`src/rtl/mccomp_ctrl_fsm_pkg.sv`:
```
// Shared definitions for the multicycle MIPS control FSM: state encodings,
// opcode/funct constants, ALU function codes and datapath mux select codes.
package mccomp_ctrl_fsm_pkg;

    typedef enum logic [3:0] {
        S_RESET    = 4'd0,
        S_FETCH    = 4'd1,
        S_DECODE   = 4'd2,
        S_EXEC_R   = 4'd3,
        S_MEM_ADDR = 4'd4,
        S_MEM_RD   = 4'd5,
        S_MEM_WR   = 4'd6,
        S_WB_R     = 4'd7,
        S_EXEC_I   = 4'd8,
        S_WB_I     = 4'd9,
        S_WB_LW    = 4'd10,
        S_BRANCH   = 4'd11,
        S_JUMP     = 4'd12,
        S_JUMP_R   = 4'd13,
        S_TRAP     = 4'd14
    } state_t;

    localparam logic [5:0] OP_RTYPE = 6'b000000;
    localparam logic [5:0] OP_J     = 6'b000010;
    localparam logic [5:0] OP_JAL   = 6'b000011;
    localparam logic [5:0] OP_BEQ   = 6'b000100;
    localparam logic [5:0] OP_BNE   = 6'b000101;
    localparam logic [5:0] OP_ADDI  = 6'b001000;
    localparam logic [5:0] OP_SLTI  = 6'b001010;
    localparam logic [5:0] OP_ANDI  = 6'b001100;
    localparam logic [5:0] OP_ORI   = 6'b001101;
    localparam logic [5:0] OP_LUI   = 6'b001111;
    localparam logic [5:0] OP_LW    = 6'b100011;
    localparam logic [5:0] OP_SW    = 6'b101011;

    localparam logic [5:0] FN_SLL  = 6'b000000;
    localparam logic [5:0] FN_SRL  = 6'b000010;
    localparam logic [5:0] FN_JR   = 6'b001000;
    localparam logic [5:0] FN_ADD  = 6'b100000;
    localparam logic [5:0] FN_ADDU = 6'b100001;
    localparam logic [5:0] FN_SUB  = 6'b100010;
    localparam logic [5:0] FN_SUBU = 6'b100011;
    localparam logic [5:0] FN_AND  = 6'b100100;
    localparam logic [5:0] FN_OR   = 6'b100101;
    localparam logic [5:0] FN_XOR  = 6'b100110;
    localparam logic [5:0] FN_NOR  = 6'b100111;
    localparam logic [5:0] FN_SLT  = 6'b101010;
    localparam logic [5:0] FN_SLTU = 6'b101011;

    localparam logic [3:0] ALU_ADD  = 4'd0;
    localparam logic [3:0] ALU_SUB  = 4'd1;
    localparam logic [3:0] ALU_AND  = 4'd2;
    localparam logic [3:0] ALU_OR   = 4'd3;
    localparam logic [3:0] ALU_XOR  = 4'd4;
    localparam logic [3:0] ALU_NOR  = 4'd5;
    localparam logic [3:0] ALU_SLT  = 4'd6;
    localparam logic [3:0] ALU_SLTU = 4'd7;
    localparam logic [3:0] ALU_SLL  = 4'd8;
    localparam logic [3:0] ALU_SRL  = 4'd9;
    localparam logic [3:0] ALU_LUI  = 4'd10;

    localparam logic [1:0] SRCA_PC    = 2'b00;
    localparam logic [1:0] SRCA_A     = 2'b01;
    localparam logic [1:0] SRCA_SHAMT = 2'b10;

    localparam logic [1:0] SRCB_B   = 2'b00;
    localparam logic [1:0] SRCB_4   = 2'b01;
    localparam logic [1:0] SRCB_IMM = 2'b10;
    localparam logic [1:0] SRCB_BR  = 2'b11;

    localparam logic [1:0] PCSRC_ALU    = 2'b00;
    localparam logic [1:0] PCSRC_ALUOUT = 2'b01;
    localparam logic [1:0] PCSRC_JUMP   = 2'b10;
    localparam logic [1:0] PCSRC_A      = 2'b11;

    localparam logic [1:0] DST_RT  = 2'b00;
    localparam logic [1:0] DST_RD  = 2'b01;
    localparam logic [1:0] DST_R31 = 2'b10;

    localparam logic [1:0] WD_ALUOUT = 2'b00;
    localparam logic [1:0] WD_MDR    = 2'b01;
    localparam logic [1:0] WD_PC     = 2'b10;

    typedef struct packed {
        logic       pc_write;
        logic       ir_write;
        logic       iord;
        logic       mem_read;
        logic       mem_write;
        logic       reg_write;
        logic [1:0] reg_dst;
        logic [1:0] wd_sel;
        logic       ext_op;
        logic [1:0] alu_src_a;
        logic [1:0] alu_src_b;
        logic [3:0] alu_op;
        logic [1:0] pc_src;
        logic       retire;
        logic       trap;
    } ctrl_t;

    // States that stall on mem_ready and are subject to the wait timeout.
    function automatic logic is_mem_state(state_t s);
        return (s == S_FETCH) || (s == S_MEM_RD) || (s == S_MEM_WR);
    endfunction

    function automatic logic [3:0] imm_alu_op(logic [5:0] op);
        case (op)
            OP_SLTI: return ALU_SLT;
            OP_ANDI: return ALU_AND;
            OP_ORI:  return ALU_OR;
            OP_LUI:  return ALU_LUI;
            default: return ALU_ADD;
        endcase
    endfunction

endpackage

```
`src/rtl/mccomp_ctrl_fsm_alu_dec.sv`:
```
// R-type funct decoder: ALU function code, shift-amount operand select and
// an illegal-funct flag for the control FSM.
module mccomp_alu_dec
    import mccomp_ctrl_fsm_pkg::*;
(
    input  logic [5:0] i_funct,
    output logic [3:0] o_alu_op,
    output logic       o_shamt,
    output logic       o_illegal
);

    always_comb begin
        o_alu_op  = ALU_ADD;
        o_shamt   = 1'b0;
        o_illegal = 1'b0;
        case (i_funct)
            FN_SLL:          begin o_alu_op = ALU_SLL; o_shamt = 1'b1; end
            FN_SRL:          begin o_alu_op = ALU_SRL; o_shamt = 1'b1; end
            FN_JR:           o_alu_op = ALU_ADD;
            FN_ADD, FN_ADDU: o_alu_op = ALU_ADD;
            FN_SUB, FN_SUBU: o_alu_op = ALU_SUB;
            FN_AND:          o_alu_op = ALU_AND;
            FN_OR:           o_alu_op = ALU_OR;
            FN_XOR:          o_alu_op = ALU_XOR;
            FN_NOR:          o_alu_op = ALU_NOR;
            FN_SLT:          o_alu_op = ALU_SLT;
            FN_SLTU:         o_alu_op = ALU_SLTU;
            default:         o_illegal = 1'b1;
        endcase
    end

endmodule

```
`src/rtl/mccomp_ctrl_fsm.sv`:
```
// Multicycle MIPS control FSM: sequences the shared ALU/memory datapath,
// waits on memory, traps on illegal opcodes or memory timeout, counts retires.
module mccomp_ctrl_fsm #(
    parameter int WAIT_TIMEOUT = 16,
    parameter int CNT_W        = 32
) (
    input  logic             clk,
    input  logic             rst,
    input  logic [5:0]       op,
    input  logic [5:0]       funct,
    input  logic             zero,
    input  logic             mem_ready,
    output logic             pc_write,
    output logic             ir_write,
    output logic             iord,
    output logic             mem_read,
    output logic             mem_write,
    output logic             reg_write,
    output logic [1:0]       reg_dst,
    output logic [1:0]       wd_sel,
    output logic             ext_op,
    output logic [1:0]       alu_src_a,
    output logic [1:0]       alu_src_b,
    output logic [3:0]       alu_op,
    output logic [1:0]       pc_src,
    output logic             retire,
    output logic [CNT_W-1:0] instret,
    output logic             trap,
    output logic [3:0]       state_o
);
    import mccomp_ctrl_fsm_pkg::*;

    // Counter only has to reach WAIT_TIMEOUT-1: the stall cycle at that count is the last one.
    localparam int                WCNT_W     = (WAIT_TIMEOUT < 2) ? 1 : $clog2(WAIT_TIMEOUT);
    localparam logic [WCNT_W-1:0] WAIT_LAST  = WCNT_W'(WAIT_TIMEOUT - 1);
    localparam logic              TIMEOUT_EN = (WAIT_TIMEOUT != 0);

    state_t            r_state;
    state_t            w_next;
    logic [WCNT_W-1:0] r_wait;
    logic [CNT_W-1:0]  r_instret;
    ctrl_t             w_ctrl;
    logic              w_stall;
    logic              w_timeout;
    logic [3:0]        w_fn_alu;
    logic              w_fn_shamt;
    logic              w_fn_illegal;

    mccomp_alu_dec u_alu_dec (
        .i_funct   (funct),
        .o_alu_op  (w_fn_alu),
        .o_shamt   (w_fn_shamt),
        .o_illegal (w_fn_illegal)
    );

    assign w_stall   = is_mem_state(r_state) && !mem_ready;
    assign w_timeout = TIMEOUT_EN && w_stall && (r_wait == WAIT_LAST);

    always_ff @(posedge clk or posedge rst) begin
        if (rst) r_state <= S_RESET;
        else     r_state <= w_next;
    end

    always_ff @(posedge clk or posedge rst) begin
        if (rst)                   r_wait <= '0;
        else if (w_next != r_state) r_wait <= '0;
        else if (TIMEOUT_EN && w_stall) r_wait <= r_wait + WCNT_W'(1);
    end

    always_ff @(posedge clk or posedge rst) begin
        if (rst)               r_instret <= '0;
        else if (w_ctrl.retire) r_instret <= r_instret + CNT_W'(1);
    end

    always_comb begin
        w_next = r_state;
        case (r_state)
            S_RESET:  w_next = S_FETCH;
            S_FETCH:  if (mem_ready) w_next = S_DECODE;
            S_DECODE: begin
                case (op)
                    OP_RTYPE: begin
                        if (funct == FN_JR)    w_next = S_JUMP_R;
                        else if (w_fn_illegal) w_next = S_TRAP;
                        else                   w_next = S_EXEC_R;
                    end
                    OP_LW, OP_SW:                               w_next = S_MEM_ADDR;
                    OP_BEQ, OP_BNE:                             w_next = S_BRANCH;
                    OP_ADDI, OP_ANDI, OP_ORI, OP_SLTI, OP_LUI:  w_next = S_EXEC_I;
                    OP_J, OP_JAL:                               w_next = S_JUMP;
                    default:                                    w_next = S_TRAP;
                endcase
            end
            S_EXEC_R:   w_next = S_WB_R;
            S_EXEC_I:   w_next = S_WB_I;
            S_MEM_ADDR: w_next = (op == OP_LW) ? S_MEM_RD : S_MEM_WR;
            S_MEM_RD:   if (mem_ready) w_next = S_WB_LW;
            S_MEM_WR:   if (mem_ready) w_next = S_FETCH;
            S_WB_R, S_WB_I, S_WB_LW,
            S_BRANCH, S_JUMP, S_JUMP_R: w_next = S_FETCH;
            S_TRAP:     w_next = S_TRAP;
            default:    w_next = S_RESET;
        endcase
        if (w_timeout) w_next = S_TRAP;
    end

    always_comb begin
        w_ctrl = '0;
        case (r_state)
            S_FETCH: begin
                w_ctrl.mem_read  = 1'b1;
                w_ctrl.alu_src_b = SRCB_4;
                w_ctrl.ir_write  = mem_ready;
                w_ctrl.pc_write  = mem_ready;
            end
            S_DECODE: begin
                w_ctrl.ext_op    = 1'b1;
                w_ctrl.alu_src_b = SRCB_BR;
            end
            S_EXEC_R: begin
                w_ctrl.alu_src_a = w_fn_shamt ? SRCA_SHAMT : SRCA_A;
                w_ctrl.alu_src_b = SRCB_B;
                w_ctrl.alu_op    = w_fn_alu;
            end
            S_EXEC_I: begin
                w_ctrl.alu_src_a = SRCA_A;
                w_ctrl.alu_src_b = SRCB_IMM;
                w_ctrl.ext_op    = !(op == OP_ANDI || op == OP_ORI);
                w_ctrl.alu_op    = imm_alu_op(op);
            end
            S_MEM_ADDR: begin
                w_ctrl.alu_src_a = SRCA_A;
                w_ctrl.alu_src_b = SRCB_IMM;
                w_ctrl.ext_op    = 1'b1;
            end
            S_MEM_RD: begin
                w_ctrl.mem_read = 1'b1;
                w_ctrl.iord     = 1'b1;
            end
            S_MEM_WR: begin
                w_ctrl.mem_write = 1'b1;
                w_ctrl.iord      = 1'b1;
                w_ctrl.retire    = mem_ready;
            end
            S_WB_R: begin
                w_ctrl.reg_write = 1'b1;
                w_ctrl.reg_dst   = DST_RD;
                w_ctrl.wd_sel    = WD_ALUOUT;
                w_ctrl.retire    = 1'b1;
            end
            S_WB_I, S_WB_LW: begin
                w_ctrl.reg_write = 1'b1;
                w_ctrl.reg_dst   = DST_RT;
                w_ctrl.wd_sel    = (r_state == S_WB_LW) ? WD_MDR : WD_ALUOUT;
                w_ctrl.retire    = 1'b1;
            end
            S_BRANCH: begin
                w_ctrl.alu_src_a = SRCA_A;
                w_ctrl.alu_src_b = SRCB_B;
                w_ctrl.alu_op    = ALU_SUB;
                w_ctrl.pc_src    = PCSRC_ALUOUT;
                w_ctrl.pc_write  = (op == OP_BNE) ? !zero : zero;
                w_ctrl.retire    = 1'b1;
            end
            S_JUMP: begin
                // PC was already advanced by 4 during fetch, so jal links straight from PC.
                w_ctrl.pc_src    = PCSRC_JUMP;
                w_ctrl.pc_write  = 1'b1;
                w_ctrl.reg_write = (op == OP_JAL);
                w_ctrl.reg_dst   = (op == OP_JAL) ? DST_R31 : DST_RT;
                w_ctrl.wd_sel    = (op == OP_JAL) ? WD_PC : WD_ALUOUT;
                w_ctrl.retire    = 1'b1;
            end
            S_JUMP_R: begin
                w_ctrl.pc_src   = PCSRC_A;
                w_ctrl.pc_write = 1'b1;
                w_ctrl.retire   = 1'b1;
            end
            S_TRAP:  w_ctrl.trap = 1'b1;
            default: w_ctrl = '0;
        endcase
        // The stall cycle that times out must not leave a request dangling.
        if (w_timeout) begin
            w_ctrl.mem_read  = 1'b0;
            w_ctrl.mem_write = 1'b0;
            w_ctrl.ir_write  = 1'b0;
            w_ctrl.pc_write  = 1'b0;
        end
    end

    assign pc_write  = w_ctrl.pc_write;
    assign ir_write  = w_ctrl.ir_write;
    assign iord      = w_ctrl.iord;
    assign mem_read  = w_ctrl.mem_read;
    assign mem_write = w_ctrl.mem_write;
    assign reg_write = w_ctrl.reg_write;
    assign reg_dst   = w_ctrl.reg_dst;
    assign wd_sel    = w_ctrl.wd_sel;
    assign ext_op    = w_ctrl.ext_op;
    assign alu_src_a = w_ctrl.alu_src_a;
    assign alu_src_b = w_ctrl.alu_src_b;
    assign alu_op    = w_ctrl.alu_op;
    assign pc_src    = w_ctrl.pc_src;
    assign retire    = w_ctrl.retire;
    assign trap      = w_ctrl.trap;
    assign instret   = r_instret;
    assign state_o   = r_state;

endmodule
```
`config.mk`:
```
export PLATFORM = sky130hd
export DESIGN_NAME = mccomp_ctrl_fsm
export DESIGN_NICKNAME = d
export VERILOG_FILES = /design/src/rtl/mccomp_ctrl_fsm_pkg.sv /design/src/rtl/mccomp_ctrl_fsm_alu_dec.sv /design/src/rtl/mccomp_ctrl_fsm.sv
export SDC_FILE = /design/constraint.sdc
export NUM_CORES = 1
export LEC_CHECK = 0
export CORE_UTILIZATION = 40
export CTS_CLUSTER_SIZE = 8
export DETAILED_ROUTE_END_ITERATION = 16
export PLACE_DENSITY_LB_ADDON = 0.12
export SETUP_SLACK_MARGIN = 0.05
export SLEW_MARGIN = 20
export SYNTH_ARGS = -nofsm -noshare
export SYNTH_HDL_FRONTEND = slang
export SYNTH_SLANG_ARGS = --single-unit
```
`constraint.sdc`:
```
create_clock -name clk -period 2.6 [get_ports clk]
set_clock_uncertainty 0.1 [all_clocks]
set_input_delay 0.65 -clock clk [delete_from_list [all_inputs] [get_ports clk]]
set_output_delay 0.65 -clock clk [all_outputs]
set_load 0.02 [all_outputs]
```
Word-level counts from Yosys, hierarchy flattened
Cells that the tools add are included.
- register bits after elaboration: 40
- output and inout bits: 59
- logic and storage cells: 105
- equal/unequal tests: 39
- multiplexer cells: 33
- reductions and logical operators: 28
- add/sub/neg operators: 2
- operator list (cell ; count):
    $eq 6x6->1 const B ; 12
    $pmux 4 s9 ; 2
    $eq 6x4->1 const B ; 6
    $add 32x1->32 const B ; 1
    $eq 4x4->1 const B ; 8
    $mux 4 ; 8
    $reduce_or 2->1 ; 11
    $pmux 4 s5 ; 1
    $eq 6x2->1 const B ; 3
    $eq 4x3->1 const B ; 4
    $pmux 4 s4 ; 1
    $pmux 5 s3 ; 1
    $reduce_or 13->1 ; 1
    $eq 6x3->1 const B ; 2
    $logic_not 6->1 ; 2
    $pmux 2 s3 ; 2
    $pmux 4 s3 ; 1
    $mux 2 ; 5
    $eq 4x2->1 const B ; 2
    $mux 1 ; 8
    $reduce_or 7->1 ; 1
    $reduce_or 6->1 ; 1
    $reduce_or 5->1 ; 1
    $add 4x1->4 const B ; 1
    11 further kinds ; 17

Longest topological paths before layout
Gate-level depths: netlist of run 1.
- word-level depth: 9
- gate-level depth with buffers: 9
- gate-level depth less buffers: 7

Modules after synthesis
Synthesis of run 1 repeated with hierarchy kept, for this count alone.
- cells, all modules: 312
- area total of the unflattened synthesis: 2727.6 µm²
- modules (own cells, without submodules) (module ; cells each ; seq. area each (µm²) ; instances ; area each (µm²)):
    mccomp_ctrl_fsm ; 295 ; 1001.0 ; 1 ; 2606.2
    mccomp_alu_dec ; 17 ; 0.0 ; 1 ; 121.4

Worst setup path before layout of run 1
No wires, ideal clock.
- path kind: in2out
- from: in op[4]
- to: out alu_op[0]
- stages: 6
- data arrival time: 2177 ps
- required time: 1850 ps
- path slack: -327 ps
- path through: or2_2 clkbuf_1 nand2b_1 nor3_1 nand2_1 o32ai_1
- longest elaborated chain between the ends: 3
- ends and longest elaborated chain (what ; RTL line ; RTL):
    start: declaration ; mccomp_ctrl_fsm.sv:9 ; input logic [5:0] op,
    $eq 6x4->1 ; mccomp_ctrl_fsm_pkg.sv:108 ; case (op)
    $pmux 4 s4 * ; mccomp_ctrl_fsm_pkg.sv:108 ;
    $pmux 4 s3 * ; mccomp_ctrl_fsm.sv:109 ; case (r_state)
    end: declaration ; mccomp_ctrl_fsm.sv:24 ; output logic [3:0] alu_op,
Mark *: on every way between the ends. The rest lies on a longest branch, timed or not.

Worst setup path after layout of run 1
- from: in op[5]
- to: out alu_op[0]
The elaborated chain is that of the path after synthesis.

==> results_dict.tcl, run 1 <==
set metrics [dict create \
    synth_nets 338 \
    power.leakage_nw 1.99 \
    die_area_um2 7260 \
    max_slew_margin_pct 61.4 \
    via_per_inst 5.44 \
    worstPathMaxFanout 3 \
    tightest_slew_ns 0.571 \
    slew_viol_final 0 \
    grt_pass1_vias 2657 \
    syn_avg_cell_area_um2 8.65 \
    cts-buffers-inserted 5 \
    die_h_um 85.2 \
    hold_start "instret[31]" \
    clk-insertion-delay-late_ns 0.29 \
    cp_slowest_stage_delay_ns 0.26 \
    fp.coreArea_um2 6530 \
    port_buffers 74 \
    r2r-start "state_o[3]" \
    hpwl_um 6030 \
    timing.reg2reg.setup_slack_ns 0.17 \
    clock-sinks 40 \
    drt_iter0_markers 94 \
    post_route_cells_drive_above_1_share_pct 31.0 \
    grt_max_degree 41 \
    crit_chain "buf_2, or2_4, nand2b_4, nor3_4, nand2_2, o32ai_4, buf_6" \
    rsz0062_at_grt "yes" \
    mostFrequentLayoutCells "buf_4 (66), dfrtp_1 (40), clkdlybuf4s50_1 (38)" \
    path_clk_slew_ns 0.08 \
    synthToLayoutAreaGrowth_pct 53.0 \
    status "finished clean" \
    syn_area_um2 2770 \
    grt_pass1_wl_um 13000 \
    finalSetupViolCount 0 \
    finalWeightedCongestion 0.877 \
    clockBufferDepth 2 \
    detail-route-antenna-nets 0 \
    cp-start-kind "input port" \
    finalHoldViolations 0 \
    row_count 29 \
    dr_total_vias 2856 \
    htree_levels 2 \
    cts_tree "yes" \
    n_antenna_cell 0 \
    final_area_um2 4230 \
    wl_per_cell_um 15.2 \
    maxCapViolations 0 \
    layout_min_cycle_time_ns 2.54 \
    die_w_um 85.2 \
    crit_start "op[5]" \
    place_area_um2 4070 \
    ys_seq_area_share_pct 36.2 \
    crit_slowest_cell "or2_4" \
    nets 465 \
    setup_ws_ns 0.0587 \
    dpl_worst_slack_ns -0.821 \
    crit_type "input port to primary output" \
    end_kind "primary output" \
    async_flop_share_pct 100 \
    required_ns 1.85 \
    drt_wl_total_um 8010 \
    vdd_ir_drop_max_v 0.000605 \
    initial_core_util_pct 42.4 \
    fin_crit_sh_pct 97.7 \
    synth_edf_count 0 \
    synthCells 320 \
    grt-ovfl-total 0 \
    p_per_area_nw_per_um2 717 \
    cts-root-buf "clkbuf_8" \
    antenna_found_initial 0 \
    remaining_drc_errors 0 \
    ys_types 59 \
    grt_use_total_pct 22.4 \
    min_path_type "register to register" \
    ys.flop_type "dfrtp_1" \
    hold_ws_ns 0.379 \
    synth_seq_cells 40 \
    cp.arrival_ns 1.79 \
    yosysWarnings 0 \
    layout_commonest_cell "buf_4" \
    fmax_mhz 394 \
    ios 75 \
    drtPass1Iterations 5 \
]
==> Yosys cell counts (3+ instances only) <==
| cell | instances | area, um2 |
|---|---|---|
| nor2_1 | 24 | 90.1 |
| or3_1 | 3 | 18.8 |
| a21o_1 | 4 | 30.0 |
| nand2_1 | 27 | 101 |
| nand3_1 | 11 | 55.1 |
| xnor2_1 | 22 | 193 |
| clkbuf_1 | 13 | 48.8 |
| nor3_1 | 17 | 85.1 |
| nand2b_1 | 11 | 68.8 |
| a211oi_1 | 6 | 45.0 |
| and3_1 | 4 | 25.0 |
| nor2b_1 | 3 | 18.8 |
| a21oi_1 | 16 | 80.1 |
| inv_1 | 13 | 48.8 |
| mux2i_1 | 3 | 30.0 |
| buf_2 | 5 | 25.0 |
| buf_4 | 4 | 30.0 |
| xor2_1 | 14 | 123 |
| o32ai_1 | 3 | 26.3 |
| o21ai_0 | 11 | 55.1 |
| and4_1 | 6 | 52.6 |
| nand4_1 | 7 | 43.8 |
| or2_2 | 5 | 31.3 |
| o31ai_1 | 3 | 22.5 |
| dfrtp_1 | 40 | 1000 |
==> routing by layer <==
| layer | global-route usage [%] | vias to the layer above | wire [um] |
|---|---|---|---|
| met3 | 3.50 | 5 | 297 |
| met2 | 36.2 | 65 | 3890 |
| li1 | - | 1407 | - |
| met1 | 32.2 | 1379 | 3780 |
| met4 | 3.70 | 0 | 36 |
| met5 | 0 | - | 0 |
==> worst max-delay path, delay by kind of cell <==
kind	cells	cell delay [ns]
and+or+nand+nor	4	0.66
buffers and inverters	2	0.25
AOI/OAI and AO/OA	1	0.22
==> where the power goes <==
group	total (mW)	internal (mW)	leakage, nW	switching [mW]
Combinational	1.84	0.838	1.42	1.00
Clock	0.429	0.216	0.0445	0.214
Sequential	0.769	0.698	0.527	0.0719
Total	3.04	1.75	1.99	1.29
==> area by class of cell <==
| type | count | area (um2) |
|---|---|---|
| sequential | 40 | 1000 |
| tap | 77 | 96.3 |
| fill | 576 | 2300 |
| timing repair buffer | 144 | 1200 |
| clock inverter | 1 | 7.51 |
| clock buffer | 7 | 86.3 |
| inverter | 13 | 48.8 |
| multi-input combinational | 243 | 1790 |
==> metrics by stage <==
step / cells / TNS (ns) / util [%] / power (mW)
floorplan: 320 / -0.00895 / - / 1.76
global placement: 513 / -17.21 / 62.3 / 2.58
detailed placement: 513 / -18.74 / 62.3 / 2.59
CTS: 524 / -0.0321 / 64.3 / 3.02
global route: 525 / 0 / 64.8 / 3.23
finish: 525 / 0 / 64.8 / 3.04
==> worst paths after layout <==
check	to	cells after the start
setup reg to reg	instret[31]	10
hold reg to reg	instret[31]	1
min in group asynchronous	instret[28]	3
max in group asynchronous	instret[3]	3
setup / recovery	alu_op[0]	7
hold / removal	instret[31]	1
==> kinds of logic (layout without fill, tap and decap cells) <==
group / Yosys count / count (layout) / synth area share [%]
compound gates: 67 / 67 / 17.4
xor+xnor: 36 / 36 / 11.4
fa+ha+maj: 2 / 2 / 0.904
buf+inv: 37 / 165 / 5.79
flops: 40 / 40 / 36.2
mux: 4 / 4 / 1.49
simple gates: 134 / 134 / 26.9
==> what timing repair did <==
action / CTS / global route
pin swaps: 15 / 8
endpoints found under the setup margin: 38 / 29
resized for setup: 108 / 32
hold buffers: 0 / 0
setup buffers: 3 / 1
==> state kept, by name (all words and copies together), names as in the netlist <==
name / cells
instret: 32
r_wait: 4
state_o: 4
No activity file was read; power rests on OpenSTA's default activity.
==> run 2: changes to the inputs <==
CORE_ASPECT_RATIO = 1.75   (was unset)
CORE_UTILIZATION = 25   (was 40)
==> results_dict.tcl, run 2 (same netlist as run 1, synthesis figures left out) <==
set metrics [dict create \
    status "finished clean" \
    hold_buffers 0 \
    via_per_inst 5.00 \
    r2r-start "state_o[3]" \
    drtPass1Iterations 4 \
    finalSetupViolCount 0 \
    stdcell_count 582 \
    nets 469 \
    dr_total_vias 2912 \
    grt_max_degree 41 \
    tightest_slew_ns 0.540 \
    die_area_um2 11500 \
    layout_min_cycle_time_ns 2.56 \
    p_per_area_nw_per_um2 772 \
    row_count 50 \
    clockBufferDepth 2 \
    initial_core_util_pct 25.7 \
    die_w_um 81.5 \
    n_antenna_cell 0 \
    fp.coreArea_um2 10800 \
    antenna_found_initial 0 \
    end_kind "primary output" \
    timing.rr.end "instret[21]" \
    vdd_ir_drop_max_v 0.000528 \
    rsz0062_at_grt "yes" \
    reg2reg_depth 10 \
    cts_tree "yes" \
    maxCapViolations 0 \
    grt-ovfl-total 0 \
    place_area_um2 4160 \
    synthToLayoutAreaGrowth_pct 60.8 \
    hold_start "instret[31]" \
    slew_viol_final 0 \
    post_route_cells_drive_above_1_share_pct 32.5 \
    ios 75 \
    clock-sinks 40 \
    wl_per_cell_um 15.9 \
    required_ns 1.85 \
    timing.reg2reg.setup_slack_ns 0.16 \
    dpl_worst_slack_ns -0.842 \
    min_path_type "register to register" \
    htree_levels 2 \
    fmax_mhz 391 \
    layout_commonest_cell "buf_4" \
    mostFrequentLayoutCells "buf_4 (74), dfrtp_1 (40), clkdlybuf4s50_1 (38)" \
    hpwl_um 7300 \
    cts-root-buf "clkbuf_16" \
    drt_wl_total_um 9270 \
    power.leakage_nw 2.06 \
    hold_path_depth 1 \
    grt_pass1_vias 2897 \
    numPlacedInstances 571 \
    die_h_um 141 \
    clk-insertion-delay-late_ns 0.28 \
    port_buffers 74 \
    finalHoldViolations 0 \
    detail-route-antenna-nets 0 \
    max_slew_margin_pct 63.5 \
    drt_iter0_markers 109 \
    crit_type "input port to primary output" \
    largest_reg_flops 32 \
    cts-buffers-inserted 5 \
    grt_pass1_wl_um 14700 \
    worstPathMaxFanout 3 \
    grt_use_total_pct 16.8 \
    path_clk_slew_ns 0.06 \
    hold-path-endpoint "instret[31]" \
    final_area_um2 4450 \
    setup_ws_ns 0.0401 \
    p_total_mw 3.43 \
    fin_crit_sh_pct 98.5 \
    finalWeightedCongestion 0.845 \
    cp-start-kind "input port" \
    remaining_drc_errors 0 \
    cp.arrival_ns 1.81 \
]
run 2: cell count changes in the layout (fill, tap and decap cells not counted), sizes merged:
| cell | delta |
|---|---|
| dlymetal6s2s | -1 |
| dlygate4sd1 | +1 |
| bufinv | +1 |
| clkdlybuf4s15 | -2 |
| dlygate4sd2 | +3 |
| buf | +9 |
| clkbuf | -6 |
| clkinvlp | -1 |
run 2: critical path: stages:
cell,delay (ns)
buf_6,0.09
or2_4,0.25
nand2b_4,0.16
nor3_4,0.21
nand2_2,0.09
o32ai_4,0.21
buf_6,0.15
run 2: cell type report:
class	instances	area, um2
clock inverters	1	30.0
repair buffers	148	1250
fillers	1138	6310
multi-input cells	243	1800
inverters	13	48.8
flip-flops and latches	40	1000
clock buffers	7	153
well taps	130	163
run 2: how the worst max path moves through the flow:
| stage | startpoint | to | slack, ns | cells after the start |
|---|---|---|---|---|
| 2_1_floorplan | op[4] | alu_op[0] | -0.009 | 6 |
| 4_1_cts | funct[1] | alu_op[0] | -0.10 | 7 |
| 3_3_place_gp | op[4] | alu_op[0] | -0.82 | 7 |
| 5_1_grt | op[3] | r_wait[0] | -0.02 | 9 |
| 3_5_place_dp | op[4] | alu_op[0] | -0.84 | 7 |
| 6_report | op[5] | alu_op[0] | 0.04 | 7 |
run 2: layer usage:
| layer | track usage (%) | vias to the layer above | wire [um] |
|---|---|---|---|
| li1 | - | 1406 | - |
| met3 | 2.27 | 14 | 289 |
| met2 | 32.7 | 75 | 5340 |
| met5 | 0 | - | 0 |
| met4 | 6.02 | 0 | 229 |
| met1 | 17.2 | 1417 | 3410 |
run 2: where the power goes:
part           total (mW)  internal, mW  switching [mW]  leakage, nW
clock network       0.755         0.505           0.249       0.0901
registers           0.787         0.699          0.0882        0.527
logic                1.89         0.869            1.02         1.44
run 2: repair_timing:
action / 4_1_cts / 5_1_grt
resized for setup: 122 / 41
pin swaps: 14 / 10
endpoints found under the setup margin: 48 / 37
setup buffers: 0 / 3
run 2: metrics by stage:
stage / setup TNS (ns) / hold slack (ns) / utilization (%)
floorplan: -0.00895 / 0.457 / -
detailed placement: -22.06 / 0.365 / 38.6
CTS: -0.103 / 0.373 / 40.3
global route: -0.0441 / 0.395 / 41.3
finish: 0 / 0.365 / 41.3
global placement: -21.56 / 0.360 / 38.6
==> run 3: changes to the inputs <==
CORE_MARGIN = 2   (was unset)
==> results_dict.tcl, run 3 (same netlist as run 1, synthesis figures left out) <==
set metrics [dict create \
    status "finished clean" \
    die_h_um 143 \
    timing.rr.end "instret[31]" \
    hold_start "instret[31]" \
    drtPass1Iterations 4 \
    fmax_mhz 391 \
    clk-insertion-delay-late_ns 0.28 \
    largest_reg_flops 32 \
    fp.coreArea_um2 10800 \
    finalSetupViolCount 0 \
    die_w_um 83.5 \
    synthToLayoutAreaGrowth_pct 57.8 \
    grt_pass1_vias 2969 \
    slew_viol_final 0 \
    clockBufferDepth 2 \
    wl_per_cell_um 16.0 \
    p_per_area_nw_per_um2 753 \
    fin_crit_sh_pct 98.4 \
    clock-sinks 40 \
    path_clk_slew_ns 0.05 \
    numPlacedInstances 572 \
    vdd_ir_drop_max_v 0.000431 \
    row_count 50 \
    layout_commonest_cell "buf_4" \
    antenna_found_initial 0 \
    worstPathMaxFanout 3 \
    min_path_type "register to register" \
    dr_total_vias 2875 \
    detail-route-antenna-nets 0 \
    layout_min_cycle_time_ns 2.56 \
    grt_pass1_wl_um 15200 \
    r2r-start "state_o[0]" \
    place_area_um2 4170 \
    cts-buffers-inserted 5 \
    reg2reg_depth 9 \
    finalWeightedCongestion 0.850 \
    initial_core_util_pct 25.7 \
    ios 75 \
    tightest_slew_ns 0.521 \
    end_kind "primary output" \
    n_antenna_cell 0 \
    grt_use_total_pct 15.8 \
    final_area_um2 4370 \
    cts-root-buf "clkbuf_16" \
    stdcell_count 581 \
    finalHoldViolations 0 \
    post_route_cells_drive_above_1_share_pct 31.0 \
    via_per_inst 4.95 \
    hold_buffers 0 \
    max_slew_margin_pct 65.3 \
    grt-ovfl-total 0 \
    hold_path_depth 1 \
    nets 468 \
    hold-path-endpoint "instret[31]" \
    htree_levels 2 \
    cp-start-kind "input port" \
    drt_wl_total_um 9320 \
    grt_max_degree 41 \
    power.leakage_nw 2.03 \
    crit_type "input port to primary output" \
    die_area_um2 12000 \
    port_buffers 74 \
    maxCapViolations 0 \
    remaining_drc_errors 0 \
    cts_tree "yes" \
    drt_iter0_markers 99 \
    cp.arrival_ns 1.81 \
    required_ns 1.85 \
    timing.reg2reg.setup_slack_ns 0.21 \
    rsz0062_at_grt "yes" \
    hpwl_um 7340 \
    mostFrequentLayoutCells "buf_4 (76), dfrtp_1 (40), clkdlybuf4s50_1 (38)" \
]
run 3: timing repair:
item	4_1_cts	5_1_grt
buffers inserted	1	0
gates resized for setup	116	34
pin swaps	14	9
endpoints found under the setup margin	47	26
run 3: worst max-delay path by stage:
| stage | startpoint | endpoint | slack [ns] | cells after the start |
|---|---|---|---|---|
| 6_report | op[4] | reg_write | 0.04 | 8 |
| 5_1_grt | op[4] | reg_write | -0.02 | 8 |
| 2_1_floorplan | op[4] | alu_op[0] | -0.009 | 6 |
| 4_1_cts | funct[1] | alu_op[0] | -0.1 | 7 |
| 3_3_place_gp | op[4] | alu_op[0] | -0.81 | 7 |
| 3_5_place_dp | op[4] | alu_op[0] | -0.85 | 7 |
run 3: power by group:
group	internal, mW	leakage, nW	switching [mW]
Clock	0.451	0.0808	0.238
Combinational	0.807	1.42	1.01
Sequential	0.699	0.527	0.0778
run 3: routing by layer:
| metal | global-route usage [%] | up-vias | share of wire (%) |
|---|---|---|---|
| li1 | - | 1410 | - |
| met1 | 16.8 | 1376 | 37 |
| met2 | 31.8 | 75 | 57 |
| met3 | 1.50 | 14 | 2.8 |
| met4 | 5.69 | 0 | 3.3 |
| met5 | 0 | - | 0 |
run 3: layout make-up:
type / count / area, um2
Clock buffer: 6 / 129
Clock inverter: 2 / 35.0
Fill cell: 1146 / 6390
Inverter: 13 / 48.8
Multi-Input combinational cell: 243 / 1780
Sequential cell: 40 / 1000
Tap cell: 130 / 163
Timing Repair Buffer: 147 / 1210
run 3: worst max-delay path, stage by stage:
cell and delay (ns):
buf_6 0.09, or2_4 0.26, nand2b_4 0.16, buf_6 0.12, nor3_4 0.22, a21oi_1 0.06
o21ai_1 0.08, buf_4 0.16
run 3: through the flow:
stage / hold slack (ns) / power, mW / setup slack [ns] / utilization [%] / setup TNS (ns)
finish: 0.367 / 3.29 / 0.0403 / 40.6 / 0
global route: 0.408 / 3.49 / -0.0240 / 40.6 / -0.0240
CTS: 0.373 / 3.31 / -0.0971 / 40.5 / -0.0971
detailed placement: 0.361 / 2.61 / -0.854 / 38.7 / -21.23
global placement: 0.365 / 2.61 / -0.814 / 38.7 / -21.58
floorplan: 0.457 / 1.76 / -0.00895 / - / -0.00895
